[src/rtl/uart_mem_loader.sv]
// UART program-image loader: receives a framed, checksummed image over 8N1 UART,
// writes it into the core's program memory and releases core reset on success.
module uart_mem_loader #(
    parameter int CLKS_PER_BIT = 434,
    parameter int ADDR_W       = 12
) (
    input  logic              clk,
    input  logic              reset,
    input  logic              rx,
    output logic              we,
    output logic [ADDR_W-1:0] waddr,
    output logic [31:0]       wdata,
    output logic              core_resetn,
    output logic              done,
    output logic              err
);

    localparam int DEPTH = 2 ** ADDR_W;
    localparam int CNT_W = $clog2(CLKS_PER_BIT);
    localparam logic [CNT_W-1:0] HALF_M1 = CNT_W'(CLKS_PER_BIT / 2 - 1);
    localparam logic [CNT_W-1:0] FULL_M1 = CNT_W'(CLKS_PER_BIT - 1);
    localparam logic [7:0] SYNC_BYTE = 8'hA5;

    function automatic logic [7:0] csum_add(input logic [7:0] acc, input logic [7:0] b);
        return acc + b;
    endfunction

    // ---- stage p0/p1: rx synchroniser, p2: previous sample for edge detect ----
    logic rx_p0, rx_p1, rx_p2;

    always_ff @(posedge clk or posedge reset) begin
        if (reset) begin
            rx_p0 <= 1'b1;
            rx_p1 <= 1'b1;
            rx_p2 <= 1'b1;
        end else begin
            rx_p0 <= rx;
            rx_p1 <= rx_p0;
            rx_p2 <= rx_p1;
        end
    end

    // ---- UART byte receiver ----
    typedef enum logic [1:0] {R_IDLE, R_START, R_DATA, R_STOP} rx_state_t;

    rx_state_t        rx_state, rx_state_next;
    logic [CNT_W-1:0] bit_cnt, bit_cnt_next;
    logic [2:0]       bit_idx, bit_idx_next;
    logic [7:0]       rx_sr, rx_sr_next;
    logic             byte_vld, byte_vld_next;
    logic             frame_err, frame_err_next;

    always_comb begin
        rx_state_next  = rx_state;
        bit_cnt_next   = bit_cnt;
        bit_idx_next   = bit_idx;
        rx_sr_next     = rx_sr;
        byte_vld_next  = 1'b0;
        frame_err_next = 1'b0;
        case (rx_state)
            R_IDLE: begin
                if (rx_p2 && !rx_p1) begin
                    bit_cnt_next  = '0;
                    rx_state_next = R_START;
                end
            end
            R_START: begin
                if (bit_cnt == HALF_M1) begin
                    bit_cnt_next = '0;
                    bit_idx_next = '0;
                    // still high at mid-start means it was only a glitch
                    rx_state_next = rx_p1 ? R_IDLE : R_DATA;
                end else begin
                    bit_cnt_next = bit_cnt + 1'b1;
                end
            end
            R_DATA: begin
                if (bit_cnt == FULL_M1) begin
                    bit_cnt_next = '0;
                    rx_sr_next   = {rx_p1, rx_sr[7:1]};
                    bit_idx_next = bit_idx + 1'b1;
                    if (bit_idx == 3'd7) rx_state_next = R_STOP;
                end else begin
                    bit_cnt_next = bit_cnt + 1'b1;
                end
            end
            R_STOP: begin
                if (bit_cnt == FULL_M1) begin
                    bit_cnt_next   = '0;
                    byte_vld_next  = rx_p1;
                    frame_err_next = !rx_p1;
                    rx_state_next  = R_IDLE;
                end else begin
                    bit_cnt_next = bit_cnt + 1'b1;
                end
            end
            default: rx_state_next = R_IDLE;
        endcase
    end

    always_ff @(posedge clk or posedge reset) begin
        if (reset) begin
            rx_state  <= R_IDLE;
            bit_cnt   <= '0;
            bit_idx   <= '0;
            rx_sr     <= '0;
            byte_vld  <= 1'b0;
            frame_err <= 1'b0;
        end else begin
            rx_state  <= rx_state_next;
            bit_cnt   <= bit_cnt_next;
            bit_idx   <= bit_idx_next;
            rx_sr     <= rx_sr_next;
            byte_vld  <= byte_vld_next;
            frame_err <= frame_err_next;
        end
    end

    // ---- load FSM: frame parsing, word assembly, memory write ----
    typedef enum logic [2:0] {L_IDLE, L_CNT_LO, L_CNT_HI, L_DATA, L_CSUM, L_RUN} ld_state_t;

    ld_state_t         ld_state, ld_state_next;
    logic [15:0]       n_words, n_words_next;
    logic [ADDR_W:0]   word_idx, word_idx_next;
    logic [1:0]        byte_idx, byte_idx_next;
    logic [23:0]       word_sr, word_sr_next;
    logic [7:0]        csum, csum_next;
    logic              we_next, done_next, err_next;
    logic [ADDR_W-1:0] waddr_next;
    logic [31:0]       wdata_next;
    logic [15:0]       n_cand;
    logic              sync_seen;

    assign n_cand    = {rx_sr, n_words[7:0]};
    assign sync_seen = byte_vld && (rx_sr == SYNC_BYTE);

    always_comb begin
        ld_state_next = ld_state;
        n_words_next  = n_words;
        word_idx_next = word_idx;
        byte_idx_next = byte_idx;
        word_sr_next  = word_sr;
        csum_next     = csum;
        we_next       = 1'b0;
        waddr_next    = waddr;
        wdata_next    = wdata;
        done_next     = done;
        err_next      = err;
        if (frame_err && ld_state != L_IDLE && ld_state != L_RUN) begin
            err_next      = 1'b1;
            ld_state_next = L_IDLE;
        end else if (byte_vld) begin
            case (ld_state)
                L_IDLE, L_RUN: begin
                    if (sync_seen) begin
                        done_next     = 1'b0;
                        err_next      = 1'b0;
                        word_idx_next = '0;
                        byte_idx_next = '0;
                        csum_next     = '0;
                        ld_state_next = L_CNT_LO;
                    end
                end
                L_CNT_LO: begin
                    n_words_next  = {n_words[15:8], rx_sr};
                    ld_state_next = L_CNT_HI;
                end
                L_CNT_HI: begin
                    n_words_next = n_cand;
                    if (n_cand == 16'd0 || {16'd0, n_cand} > 32'(DEPTH)) begin
                        err_next      = 1'b1;
                        ld_state_next = L_IDLE;
                    end else begin
                        ld_state_next = L_DATA;
                    end
                end
                L_DATA: begin
                    csum_next     = csum_add(csum, rx_sr);
                    word_sr_next  = {rx_sr, word_sr[23:8]};
                    byte_idx_next = byte_idx + 1'b1;
                    if (byte_idx == 2'd3) begin
                        we_next       = 1'b1;
                        waddr_next    = word_idx[ADDR_W-1:0];
                        wdata_next    = {rx_sr, word_sr};
                        word_idx_next = word_idx + 1'b1;
                        if (32'(word_idx) + 32'd1 == 32'(n_words)) ld_state_next = L_CSUM;
                    end
                end
                L_CSUM: begin
                    if (rx_sr == csum) begin
                        done_next     = 1'b1;
                        ld_state_next = L_RUN;
                    end else begin
                        err_next      = 1'b1;
                        ld_state_next = L_IDLE;
                    end
                end
                default: ld_state_next = L_IDLE;
            endcase
        end
    end

    always_ff @(posedge clk or posedge reset) begin
        if (reset) begin
            ld_state    <= L_IDLE;
            word_idx    <= '0;
            byte_idx    <= '0;
            we          <= 1'b0;
            waddr       <= '0;
            wdata       <= '0;
            done        <= 1'b0;
            err         <= 1'b0;
            core_resetn <= 1'b0;
        end else begin
            ld_state    <= ld_state_next;
            word_idx    <= word_idx_next;
            byte_idx    <= byte_idx_next;
            we          <= we_next;
            waddr       <= waddr_next;
            wdata       <= wdata_next;
            done        <= done_next;
            err         <= err_next;
            core_resetn <= (ld_state_next == L_RUN);
        end
    end

    // Frame payload registers are always re-initialised by the sync byte before use.
    always_ff @(posedge clk) begin
        n_words <= n_words_next;
        word_sr <= word_sr_next;
        csum    <= csum_next;
    end

endmodule
[config.mk]
export PLATFORM = sky130hd
export DESIGN_NAME = uart_mem_loader
export DESIGN_NICKNAME = d
export VERILOG_FILES = /design/src/rtl/uart_mem_loader.sv
export SDC_FILE = /design/constraint.sdc
export NUM_CORES = 1
export LEC_CHECK = 0
export BUFFER_PORTS_ARGS = -buffer_cell sky130_fd_sc_hd__buf_2
export CORE_MARGIN = 2
export CORE_UTILIZATION = 50
export CTS_CLUSTER_SIZE = 10
export DETAILED_ROUTE_END_ITERATION = 6
export PLACE_DENSITY = 0.76
export RECOVER_POWER = 25
export SLEW_MARGIN = 20
export SYNTH_ARGS = -nofsm -noshare
export SYNTH_HDL_FRONTEND = slang
export SYNTH_SLANG_ARGS = --single-unit
[constraint.sdc]
create_clock -name clk -period 3 [get_ports clk]
set_input_delay 0.45 -clock clk [delete_from_list [all_inputs] [get_ports clk]]
set_output_delay 0.45 -clock clk [all_outputs]
set_load 0.02 [all_outputs]
**Word-level counts from Yosys, hierarchy flattened**

Cells that the tools add are included.

- Flip-flop bits (word level): 141
- Bits in latches: 0
- RAM bits: 0
- Memory bits (read-only): 0
- Input port bits: 3
- Output and inout port bits: 48
- Word-level logic and storage cells: 134
- Memories: 0

- Add/sub/neg operators: 6
- Multipliers: 0
- Divide/modulo/power cells: 0
- $lt $le $gt $ge: 1
- Equal/unequal tests: 28
- Shift operators: 0
- Multiplexer cells: 46
- Bitwise operators: 3
- Reductions and logical operators: 28

Operators with widths:

| cell | number |
|---|---|
| case mux 16 bit (2 select lines) | 1 |
| 2-to-1 mux 9 bit | 3 |
| case mux 9 bit (3 select lines) | 1 |
| 2-to-1 mux 13 bit | 2 |
| case mux 13 bit (2 select lines) | 1 |
| 2-to-1 mux 3 bit | 8 |
| AND reduction 5 bit | 4 |
| equality test 14 x 16 -> 1 bit | 1 |
| greater-than comparator 16 x 13 -> 1 bit, second input constant | 1 |
| logical NOT 16 bit | 1 |
| 2-to-1 mux 2 bit | 8 |
| != test 2 bit, second input constant | 8 |
| case mux 8 bit (2 select lines) | 1 |
| AND reduction 4 bit | 4 |
| case mux 3 bit (5 select lines) | 1 |
| adder 13 x 1 -> 14 bit, second input constant | 1 |
| 2-to-1 mux 1 bit | 14 |
| adder 13 x 1 -> 13 bit, second input constant | 1 |
| equality test 3 bit, second input constant | 4 |
| != test 3 bit, second input constant | 4 |
| adder 9 x 1 -> 9 bit, second input constant | 1 |
| equality test 9 x 8 -> 1 bit, second input constant | 1 |
| equality test 9 bit, second input constant | 1 |
| adder 8 bit | 1 |
| 26 further kinds | 39 |

**Logic depth before layout (Yosys ltp)**

Gate-level depths: netlist of the first run.

- Word-level depth: 8
- Mapped depth: 11
- Gate-level depth less buffers: 10

**Worst setup path after synthesis of the first run**

OpenSTA, ideal clock, no wires.

- Path kind: register -> register
- From: register ld_state[2]
- To: register word_idx[5]
- Arrival time: 2123 ps
- Required time: 2890 ps
- Setup slack: 767 ps
- Stages on the path, launching flop included: 9
- Buffers on the path: 2
- Cells stage by stage: dfrtp_1 buf_2 nor2b_1 and2_1 nand2_4 inv_2 nand2_1 clkbuf_1 o41ai_1

- Word-level cells in the longest chain between the ends: 5
- Elaborated cells between the ends (all ways): 14

RTL lines:

| what | line | source |
|---|---|---|
| from (decl) | 122 | `ld_state_t ld_state, ld_state_next;` |
| from (signal assigned) | 215 | `ld_state <= ld_state_next;` |
| branches (longest 5 deep; another with AND reduction 5 bit) | - |  |
| to (signal assigned) | 216 | `word_idx <= word_idx_next;` |
| to (decl) | 124 | `logic [ADDR_W:0] word_idx, word_idx_next;` |

Several ways; the timed one is not identified.
A chain may end at the register's enable or synchronous reset.

**Worst setup path after layout of the first run**

- From: register word_idx[0]
- To: register core_resetn

- Word-level cells in the longest chain between the ends: 8

RTL lines:

| what | line | source |
|---|---|---|
| adder 13 x 1 -> 14 bit | 186 | `if (32'(word_idx) + 32'd1 == 32'(n_words)) ld_state_next = L_CSUM;` |
| equality test 14 x 16 -> 1 bit | 186 |  |
| 2-to-1 mux 3 bit | 186 |  |
| 2-to-1 mux 3 bit | 181 | `if (byte_idx == 2'd3) begin` |
| case mux 3 bit (5 select lines) | 153 | `case (ld_state)` |
| 2-to-1 mux 3 bit | 152 | `end else if (byte_vld) begin` |
| 2-to-1 mux 3 bit | 149 | `if (frame_err && ld_state != L_IDLE && ld_state != L_RUN) begin` |
| equality test 3 bit | 223 | `core_resetn <= (ld_state_next == L_RUN);` |
| to (signal assigned) | 223 |  |
| to (decl) | 13 | `output logic core_resetn,` |

Every way passes these cells.

==> out/metrics.csv, run 1 <==
stage;metric;value;unit
timing;Max Clk Rate;387;MHz
yosys;Seq cells post-synth;141;
yosys;Syn Nets;643;
critical_path;reg2reg start;word_idx[0];
die;row count;41;
critical_path;RR Endpoint;core_resetn;
clock_tree;Clk Latency, worst-skew pair;0.44;ns
clock_tree;Post-CTS Setup Repair Bufs;0;
clock_tree;clock transition at the registers of the reported paths;0.06;ns
critical_path;critical path depth;8;
clock_tree;CTS Buf Count;17;
detailed_routing;antenna violation net count after detailed routing;0;
die;number of I/O pins;51;
critical_path;Crit-path slowest cell;dfrtp_1;
timing;Final period util;86.2;%
grt;All-Layer GR Usage;20.1;%
place;Placer Congestion;0.853;
detailed_routing;DR WL/cell;15.5;um
yosys;top cell type's share of synthesized area;34.4;%
critical_path;Startpoint Class;flop;
critical_path;CP startpoint;word_idx[0];
timing;Hold Violations, Final;0;
timing;Layout Skew;0.0119;ns
timing;Slew HR;-25.8;%
detailed_routing;via/cell ratio;5.49;
yosys;share of flip-flops with an asynchronous set or reset;66.0;%
clock_tree;post_cts resized;0;
timing;Pins Over Slew Limit;43;
cells_and_area;NumNets Final;688;
timing;Final setup viols;0;
yosys;sequential element share of the synthesized area;57.7;%
grt;first-pass GRT wire length;22400;um
yosys;area leader, netlist;dfrtp_1;
power;leakage power;3.42;nW
critical_path;CP Max Fanout;12;
yosys;Post-synth EDFFs;48;
critical_path;Req. time, crit path;3.33;ns
yosys;Synth Cell Area;6540;um^2
die;die area;14000;um^2
critical_path;Critical Path End;core_resetn;
cells_and_area;share of cells above drive strength 1;16.5;%
clock_tree;clock buffer depth;2;
die;Die Span X;118;um
outcome;status;complete, but fails checks;
grt;grt total ovfl;0;
place;I/O Buffers;50;
power;PwrDens;570;nW/um^2
critical_path;Setup CP Type;reg2reg;
place;Placed Area;6910;um^2
grt;largest net degree at the start of global routing;52;
detailed_routing;DRT Pass-1 Iters;5;
cells_and_area;most common cell after layout, fill and taps aside;nand2_1;
critical_path;WP buf/inv;0;
die;Initial Utilization;51.4;%
flow_run;max-cap violations;1;
worst_hold_path;HP Class;in2reg;
grt;initial antenna violation count;0;
clock_tree;Root Buffer;clkbuf_16;
critical_path;crit path capture type;flop;
yosys;ys flop type;dfrtp_1;
timing;actual slew at the worst max-slew pin;1.88;ns
critical_path;reg2reg path depth;8;
clock_tree;H-tree depth;4;
clock_tree;CTS tree;yes;
timing;setup TNS;0;ns
detailed_routing;Detailed Route Iter0 Violations;360;
yosys;Synth area leaders;dfrtp_1 34%, edfxtp_1 22%, nand2_1 9.2%, ha_1 2.7%, nor2b_1 1.8%;
cells_and_area;FILL cells;1069;
timing;Period minus WS final;2.59;ns
yosys;Synth cell types;63;
power;Max IR drop VDD;0.414;mV
die;die height;118;um
critical_path;R2R Setup Slk;0.41;ns
timing;RSZ-0062 raised after global routing;false;
yosys;Ys Warns;0;
detailed_routing;final wirelength;13200;um
detailed_routing;via count;4696;
critical_path;CP Data Arrival Time;2.92;ns
clock_tree;clock tree sinks;141;
cells_and_area;n_diodes;0;
cells_and_area;Area Growth Syn to Fin;14.8;%
cells_and_area;design area;7510;um^2
yosys;average size of a mapped cell;10.5;um^2
detailed_routing;residual DRC count;0;
critical_path;CP top delay family;simple AND/OR/NAND/NOR gates;
clock_tree;CTS Hold Bufs;0;
yosys;Synth Instances;625;
timing;smallest hold slack;0.115;ns
cells_and_area;highest-count cells in the layout ignoring fill and taps;159 x nand2_1, 90 x dfrtp_1, 50 x buf_2;
place;Post-DP HPWL;8720;um
critical_path;CP cell instances;ha_1 -> nand2_1 -> nor3_2 -> xor2_1 -> mux2_2 -> and2_2 -> a21oi_1 -> and4b_1;
grt;vias in the first global route;4508;
critical_path;Max stage delay on crit path;0.50;ns
outcome;violated checks;max-capacitance violations, max-slew violations;
die;Core Area;12700;um^2
## power breakdown
part | leakage, nW | switching (mW) | internal, mW
sequential | 1.58 | 0.0551 | 2.02
clock | 0.287 | 0.919 | 1.15
combinational | 1.55 | 0.0785 | 0.0561
## synth_stat cells (3+ instances only)
master and n:
nor2b_1 19, clkbuf_1 12, mux2i_1 4, inv_1 15, ha_1 14, o21ai_0 23, nand4_1 8, edfxtp_1 48
o21ai_1 21, nand2_1 160, nand2_2 3, mux2_1 8, o31ai_1 9, and3_1 3, a22o_1 3, xor2_1 13
buf_2 11, buf_4 5, nor4_1 6, o41ai_1 4, dfstp_2 3, nor3_1 8, a21oi_1 17, nand3_1 16
nor2_1 25, dfrtp_1 90, nand2b_1 6, xnor2_1 13, and2_1 15
## layout make-up
type / instances / area [um^2] / share of cell area (%)
clock buffers: 18 / 450 / 6.00
clock inverters: 14 / 148 / 1.97
inverters: 17 / 65.1 / 0.866
multi-input cells: 436 / 2540 / 33.9
flip-flops and latches: 141 / 3770 / 50.2
well taps: 172 / 215 / 2.87
repair buffers: 57 / 315 / 4.20
## logic make-up (layout without fill, tap and decap cells)
group,after synthesis,after routing,share of synthesized area (%)
flip-flops,141,141,57.7
buffers and inverters,48,106,3.46
multiplexers,14,14,2.33
AO/OA/AOI/OAI,94,94,8.88
XOR/XNOR,26,26,3.48
adder cells (fa/ha/maj),15,15,2.98
AND/OR/NAND/NOR,287,287,21.2
## flip-flops by register name, summed over array words and instances, names as in the netlist, named ones only
register / cells
rx_p0: 1
rx_sr: 8
bit_cnt: 9
err: 1
byte_vld: 1
word_idx: 13
csum: 8
wdata: 32
byte_idx: 2
we: 1
frame_err: 1
word_sr: 24
rx_p1: 1
bit_idx: 3
done: 1
core_resetn: 1
ld_state: 3
waddr: 12
rx_p2: 1
n_words: 16
rx_state: 1
## how the worst min path moves through the flow
| stage | from | end | slack [ns] | cells after the start |
|---|---|---|---|---|
| finish | rx | rx_p0 | 0.11 | 1 |
| global route | rx | rx_p0 | 0.1 | 1 |
| CTS | rx | rx_p0 | 0.09 | 1 |
| detailed placement | rx_p0 | rx_p1 | 0.35 | 0 |
| global placement | rx_p0 | rx_p1 | 0.35 | 0 |
| floorplan | rx_p0 | rx_p1 | 0.35 | 0 |
## worst reg2reg max path, stage by stage (launching register included)
cell     delay (ns)
dfrtp_1        0.50
ha_1           0.48
nand2_1        0.13
nor3_2         0.22
xor2_1         0.19
mux2_2         0.38
and2_2         0.20
a21oi_1        0.18
and4b_1        0.21
## per-stage QoR
step	util, %	power (mW)	worst slack, ns	instances
after floorplan	-	2.21	0.135	625
after CTS	59.0	4.31	0.445	855
after global placement	54.3	2.24	0.584	823
after detailed placement	54.3	2.25	0.474	823
after global routing	59.0	4.44	0.253	855
final	59.0	4.28	0.413	855
## per-layer routing
metal,vias up,part of all wire [%],global-route usage (%)
met1,2271,45,26.7
li1,2240,-,-
met3,24,5.3,5.12
met5,-,0,0
met2,161,48,31.4
met4,0,2.2,8.78
Note: power is estimated with default switching activity, not from simulation.
==> inputs of run 2 (changes only) <==
- PLACE_DENSITY: 0.76 -> 0.73
- clock period: 3 -> 2.95 ns (I/O delays scaled with it)
==> run 2 against run 1 <==
  * Largest cell class unchanged
  * Via count is 0.19% lower
  * The run still ends with max-capacitance violations, max-slew violations left
  * First-iteration DRC count is 13% lower
  * Worst setup slack worse by 0.065 ns
  * Final cell count stayed put
  * Non-clock buffer count stayed put
  * Clock skew is 0.0046 ns lower
  * Die area stayed put
  * Register-to-register slack worse by 0.06 ns
  * Fmax is 0.56% lower
==> out/metrics.csv, run 2 (synthesis gave the netlist of run 1 again) <==
stage;metric;value;unit;change
outcome;status;complete, but fails checks;;
outcome;violated checks;max-capacitance violations, max-slew violations;;
clock_tree;clock transition at the registers of the reported paths;0.06;ns;about the same
timing;setup TNS;0;ns;unchanged
die;die height;118;um;unchanged
grt;initial antenna violation count;0;;unchanged
die;row count;41;;unchanged
clock_tree;clock tree sinks;141;;unchanged
place;Post-DP HPWL;9010;um;+3.4%
detailed_routing;DR WL/cell;15.7;um;+1.4%
clock_tree;post_cts resized;0;;unchanged
clock_tree;CTS tree;yes;;
grt;All-Layer GR Usage;20.4;%;+0.23 points
clock_tree;CTS Buf Count;17;;unchanged
timing;Slew HR;-57.5;%;-32 points
critical_path;CP Max Fanout;12;;unchanged
timing;final worst-path setup slack;0.349;ns;-0.0645 ns
critical_path;Req. time, crit path;3.25;ns;-0.08 ns
worst_hold_path;HP Class;in2reg;;
power;Max IR drop VDD;0.386;mV;-6.9%
critical_path;Startpoint Class;flop;;
cells_and_area;highest-count cells in the layout ignoring fill and taps;159 x nand2_1, 90 x dfrtp_1, 50 x buf_2;;
clock_tree;H-tree depth;4;;unchanged
die;Core Area;12700;um^2;unchanged
cells_and_area;FILL cells;1080;;+1.0%
critical_path;crit path capture type;flop;;
cells_and_area;share of cells above drive strength 1;16.3;%;-0.29 points
timing;Final setup viols;0;;unchanged
timing;Layout Skew;0.00733;ns;-0.00457 ns
place;Placer Congestion;0.852;;about the same
timing;Hold Violations, Final;0;;unchanged
cells_and_area;NumNets Final;688;;unchanged
power;total power;4.38;mW;+2.2%
critical_path;Setup CP Type;reg2reg;;
timing;Final period util;88.2;%;+2.0 points
place;dpl ws;0.415;ns;-0.0594 ns
clock_tree;Clk Latency, worst-skew pair;0.42;ns;-0.02 ns
clock_tree;CTS Hold Bufs;0;;unchanged
die;die area;14000;um^2;unchanged
grt;largest net degree at the start of global routing;62;;+19%
critical_path;CP Data Arrival Time;2.90;ns;-0.02 ns
grt;vias in the first global route;4615;;+2.4%
place;placed cell count;823;;unchanged
detailed_routing;Detailed Route Iter0 Violations;315;;-13%
detailed_routing;antenna violation net count after detailed routing;0;;unchanged
clock_tree;Post-CTS Setup Repair Bufs;0;;unchanged
cells_and_area;Area Growth Syn to Fin;14.7;%;about the same
detailed_routing;via/cell ratio;5.48;;-0.19%
die;Die Span X;118;um;unchanged
grt;first-pass GRT wire length;22700;um;+1.4%
cells_and_area;Most flops, register;wdata;;
detailed_routing;via count;4687;;-0.19%
detailed_routing;residual DRC count;0;;unchanged
cells_and_area;Layout Utilization;59.0;%;about the same
power;PwrDens;583;nW/um^2;+2.2%
cells_and_area;Regs by FF count;wdata (32), word_sr (24), n_words (16);;
timing;Pins Over Slew Limit;59;;+37%
die;Initial Utilization;51.4;%;unchanged
flow_run;max-cap violations;1;;unchanged
power;leakage power;3.42;nW;about the same
clock_tree;Root Buffer;clkbuf_16;;
cells_and_area;most common cell after layout, fill and taps aside;nand2_1;;
grt;grt total ovfl;0;;unchanged
clock_tree;clock buffer depth;2;;unchanged
place;I/O Buffers;50;;unchanged
detailed_routing;final wirelength;13400;um;+1.4%
die;number of I/O pins;51;;unchanged
detailed_routing;DRT Pass-1 Iters;5;;unchanged
cells_and_area;final non-filler cell total;855;;unchanged
timing;Max Clk Rate;384;MHz;-0.56%
timing;RSZ-0062 raised after global routing;false;;
timing;Period minus WS final;2.60;ns;+0.0145 ns
cells_and_area;max reg flops;32;;unchanged
cells_and_area;n_diodes;0;;unchanged
timing;actual slew at the worst max-slew pin;2.36;ns;+0.484 ns
## run 2: report_power, final
group | switching, mW | internal, mW
Combinational | 0.0830 | 0.0563
Clock | 0.824 | 1.30
Sequential | 0.0595 | 2.06
Total | 0.966 | 3.41
## run 2: final timing paths
kind                                  start          end  slack (ns)  cells past startpoint
worst max register to register  word_idx[0]  core_resetn        0.35                      8
worst min-delay path                     rx        rx_p0        0.12                      1
min in group asynchronous             reset     waddr[3]        0.84                      2
worst min register to register        rx_p0        rx_p1        0.37                      0
worst max-delay path            word_idx[0]  core_resetn        0.35                      8
max in group asynchronous             reset     wdata[4]        0.76                      2
## run 2: critical path: stages (launching register included)
cell and delay (ns):
dfrtp_1 0.51, ha_1 0.48, nand2_1 0.13, nor3_2 0.22, xor2_1 0.20, mux2_2 0.39, and2_2 0.20, a21oi_1 0.15
and4b_1 0.21
## run 2: cell type report
| class | instances | area, um^2 | area share (%) |
|---|---|---|---|
| Tap cell | 172 | 215 | 2.87 |
| Multi-Input combinational cell | 436 | 2540 | 33.9 |
| Timing Repair Buffer | 57 | 315 | 4.20 |
| Clock buffer | 20 | 457 | 6.09 |
| Clock inverter | 12 | 136 | 1.82 |
| Sequential cell | 141 | 3770 | 50.3 |
| Inverter | 17 | 63.8 | 0.850 |
## run 2: metal layers
metal  track usage, %  routed length, um  up-vias
met5                0                  0        -
met4             7.37                245        0
met3             5.41                656       26
met2             33.4               6570      129
met1             26.1               5950     2289
li1                 -                  -     2243
## run 2: per-stage QoR
step	area [um^2]	hold slack, ns
final	7500	0.123
after global routing	7500	0.110
after CTS	7510	0.103
after detailed placement	6910	0.353
after global placement	6910	0.348
after floorplan	6540	0.345
==> inputs of run 3 (changes only) <==
- REMOVE_ABC_BUFFERS: unset -> 1
==> run 3 against run 2 <==
  * The run still ends with max-capacitance violations, max-slew violations left
  * First-iteration DRC count increased by 9.8%
  * Global-route usage shrank 0.46 points
  * Sequential power is essentially flat
  * Via count fell by 2.0%
  * Power is 2.2% lower
  * Fmax rose by 2.8%
  * Wire length decreased by 3.1%
  * Critical path type unchanged
==> out/metrics.csv, run 3 (synthesis gave the netlist of run 1 again) <==
stage;metric;value;unit;change
timing;Hold Violations, Final;0;;unchanged
flow_run;max-cap violations;1;;unchanged
cells_and_area;max reg flops;32;;unchanged
detailed_routing;via/cell ratio;5.37;;-2.1%
place;Placer Congestion;0.845;;-0.86%
power;Max IR drop VDD;0.345;mV;-11%
cells_and_area;most common cell after layout, fill and taps aside;nand2_1;;
cells_and_area;highest-count cells in the layout ignoring fill and taps;159 x nand2_1, 90 x dfrtp_1, 50 x buf_2;;
critical_path;CP cell instances;ha_1 -> xor2_1 -> nor4b_1 -> nand4_1 -> nor3_1 -> and4_4 -> a31o_4 -> and4b_1;;
critical_path;Req. time, crit path;3.30;ns;+0.05 ns
grt;largest net degree at the start of global routing;62;;unchanged
place;I/O Buffers;50;;unchanged
clock_tree;CTS tree;yes;;
worst_hold_path;HP Class;in2reg;;
place;Post-DP HPWL;8450;um;-6.3%
clock_tree;Root Buffer;clkbuf_16;;
cells_and_area;Most flops, register;wdata;;
detailed_routing;residual DRC count;0;;unchanged
clock_tree;clock transition at the registers of the reported paths;0.06;ns;about the same
clock_tree;Clk Latency, worst-skew pair;0.42;ns;about the same
power;Switch Pwr;0.941;mW;-2.6%
timing;Period minus WS final;2.53;ns;-0.0706 ns
grt;grt total ovfl;0;;unchanged
timing;Max Clk Rate;395;MHz;+2.8%
critical_path;R2R Setup Slk;0.42;ns;+0.07 ns
detailed_routing;via count;4593;;-2.0%
critical_path;RR Endpoint;core_resetn;;
timing;Pins Over Slew Limit;43;;-27%
worst_hold_path;hold depth;1;;unchanged
critical_path;Startpoint Class;flop;;
critical_path;WP buf/inv;0;;unchanged
critical_path;reg2reg start;word_idx[0];;
cells_and_area;Layout Utilization;58.8;%;-0.18 points
power;total power;4.28;mW;-2.2%
clock_tree;clock buffer depth;2;;unchanged
critical_path;crit path capture type;flop;;
power;Cell Int Power;3.34;mW;-2.1%
critical_path;reg2reg path depth;8;;unchanged
clock_tree;H-tree depth;4;;unchanged
power;sw frac;22.0;%;-0.095 points
timing;Final setup viols;0;;unchanged
power;Flop pwr share;49.4;%;+1.0 points
critical_path;Setup CP Type;reg2reg;;
power;Comb power frac;3.3;%;about the same
critical_path;CP Data Arrival Time;2.88;ns;-0.02 ns
clock_tree;clock tree sinks;141;;unchanged
grt;All-Layer GR Usage;19.9;%;-0.46 points
die;die area;14000;um^2;unchanged
detailed_routing;final wirelength;13000;um;-3.1%
power;clock share of power;47.3;%;-1.1 points
cells_and_area;Regs by FF count;wdata (32), word_sr (24), n_words (16);;
clock_tree;post_cts resized;0;;unchanged
die;number of I/O pins;51;;unchanged
cells_and_area;share of cells above drive strength 1;16.1;%;-0.17 points
detailed_routing;DR WL/cell;15.2;um;-3.2%
timing;smallest hold slack;0.126;ns;+0.00287 ns
grt;initial antenna violation count;0;;unchanged
critical_path;CP Max Fanout;8;;-4
cells_and_area;FF+latch area;3770;um^2;unchanged
critical_path;CP top delay family;simple AND/OR/NAND/NOR gates;;
detailed_routing;DRT Pass-1 Iters;5;;unchanged
timing;Slew HR;-26.2;%;+31 points
timing;Final period util;85.8;%;-2.4 points
detailed_routing;antenna violation net count after detailed routing;0;;unchanged
outcome;status;complete, but fails checks;;
cells_and_area;multi-input logic area;2540;um^2;unchanged
place;Placed Area;6920;um^2;about the same
critical_path;Crit-path slowest cell;dfrtp_1;;
timing;RSZ-0062 raised after global routing;false;;
clock_tree;CTS Buf Count;17;;unchanged
grt;first-pass GRT wire length;22300;um;-1.7%
die;Initial Utilization;51.4;%;unchanged
cells_and_area;FILL cells;1085;;+0.46%
timing;Layout Skew;0.00882;ns;+0.00149 ns
cells_and_area;Area Growth Syn to Fin;14.4;%;
worst_hold_path;WHS Endpoint;rx_p0;;
detailed_routing;Detailed Route Iter0 Violations;346;;+9.8%
power;PwrDens;572;nW/um^2;-1.9%
die;Core Area;12700;um^2;unchanged
power;leakage power;3.41;nW;-0.21%
clock_tree;Post-CTS Setup Repair Bufs;0;;unchanged
timing;actual slew at the worst max-slew pin;1.88;ns;-0.477 ns
cells_and_area;design area;7480;um^2;-0.30%
clock_tree;CTS Hold Bufs;0;;unchanged
die;row count;41;;unchanged
cells_and_area;NumNets Final;689;;+0.15%
outcome;violated checks;max-capacitance violations, max-slew violations;;
die;Die Span X;118;um;unchanged
grt;vias in the first global route;4595;;-0.43%
die;die height;118;um;unchanged
worst_hold_path;hold_sp;rx;;
cells_and_area;n_diodes;0;;unchanged
critical_path;Max stage delay on crit path;0.49;ns;-0.02 ns
==> run 3: routing by layer <==
metal	GRT usage, %	routed length (um)	part of all wire, %
met1	26.3	5810	45
met2	32.2	6510	50
met3	5.50	530	4.1
met4	6.03	143	1.1
met5	0	0	0
==> run 3: metrics by stage <==
step	cells	setup slack, ns	TNS [ns]
after floorplan	594	-0.557	-18.73
after global placement	824	0.527	0
after detailed placement	824	0.472	0
after CTS	856	0.445	0
after global routing	856	0.319	0
final	856	0.419	0
==> run 3: final cells by class <==
cell class / instances / share of cell area (%)
clock inverters: 10 / 1.17
well taps: 172 / 2.88
inverters: 17 / 0.870
multi-input cells: 436 / 34.0
flip-flops and latches: 141 / 50.4
clock buffers: 22 / 6.34
repair buffers: 58 / 4.31
==> run 3: how the worst max path moves through the flow <==
| stage | from | endpoint | slack [ns] | cells past startpoint |
|---|---|---|---|---|
| floorplan | ld_state[0] | word_idx[3] | -0.56 | 9 |
| global placement | word_idx[0] | core_resetn | 0.53 | 8 |
| detailed placement | word_idx[0] | core_resetn | 0.47 | 8 |
| CTS | word_idx[0] | core_resetn | 0.44 | 8 |
| global route | word_idx[0] | core_resetn | 0.32 | 8 |
| finish | word_idx[0] | core_resetn | 0.42 | 8 |
==> run 3: power by group through the flow <==
stage	clock, mW	combinational, mW	sequential [mW]
2_1_floorplan	0	0.110	2.14
3_3_place_gp	0	0.133	2.15
3_5_place_dp	0	0.146	2.15
4_1_cts	2.05	0.145	2.11
5_1_grt	2.14	0.172	2.12
6_report	2.02	0.141	2.11
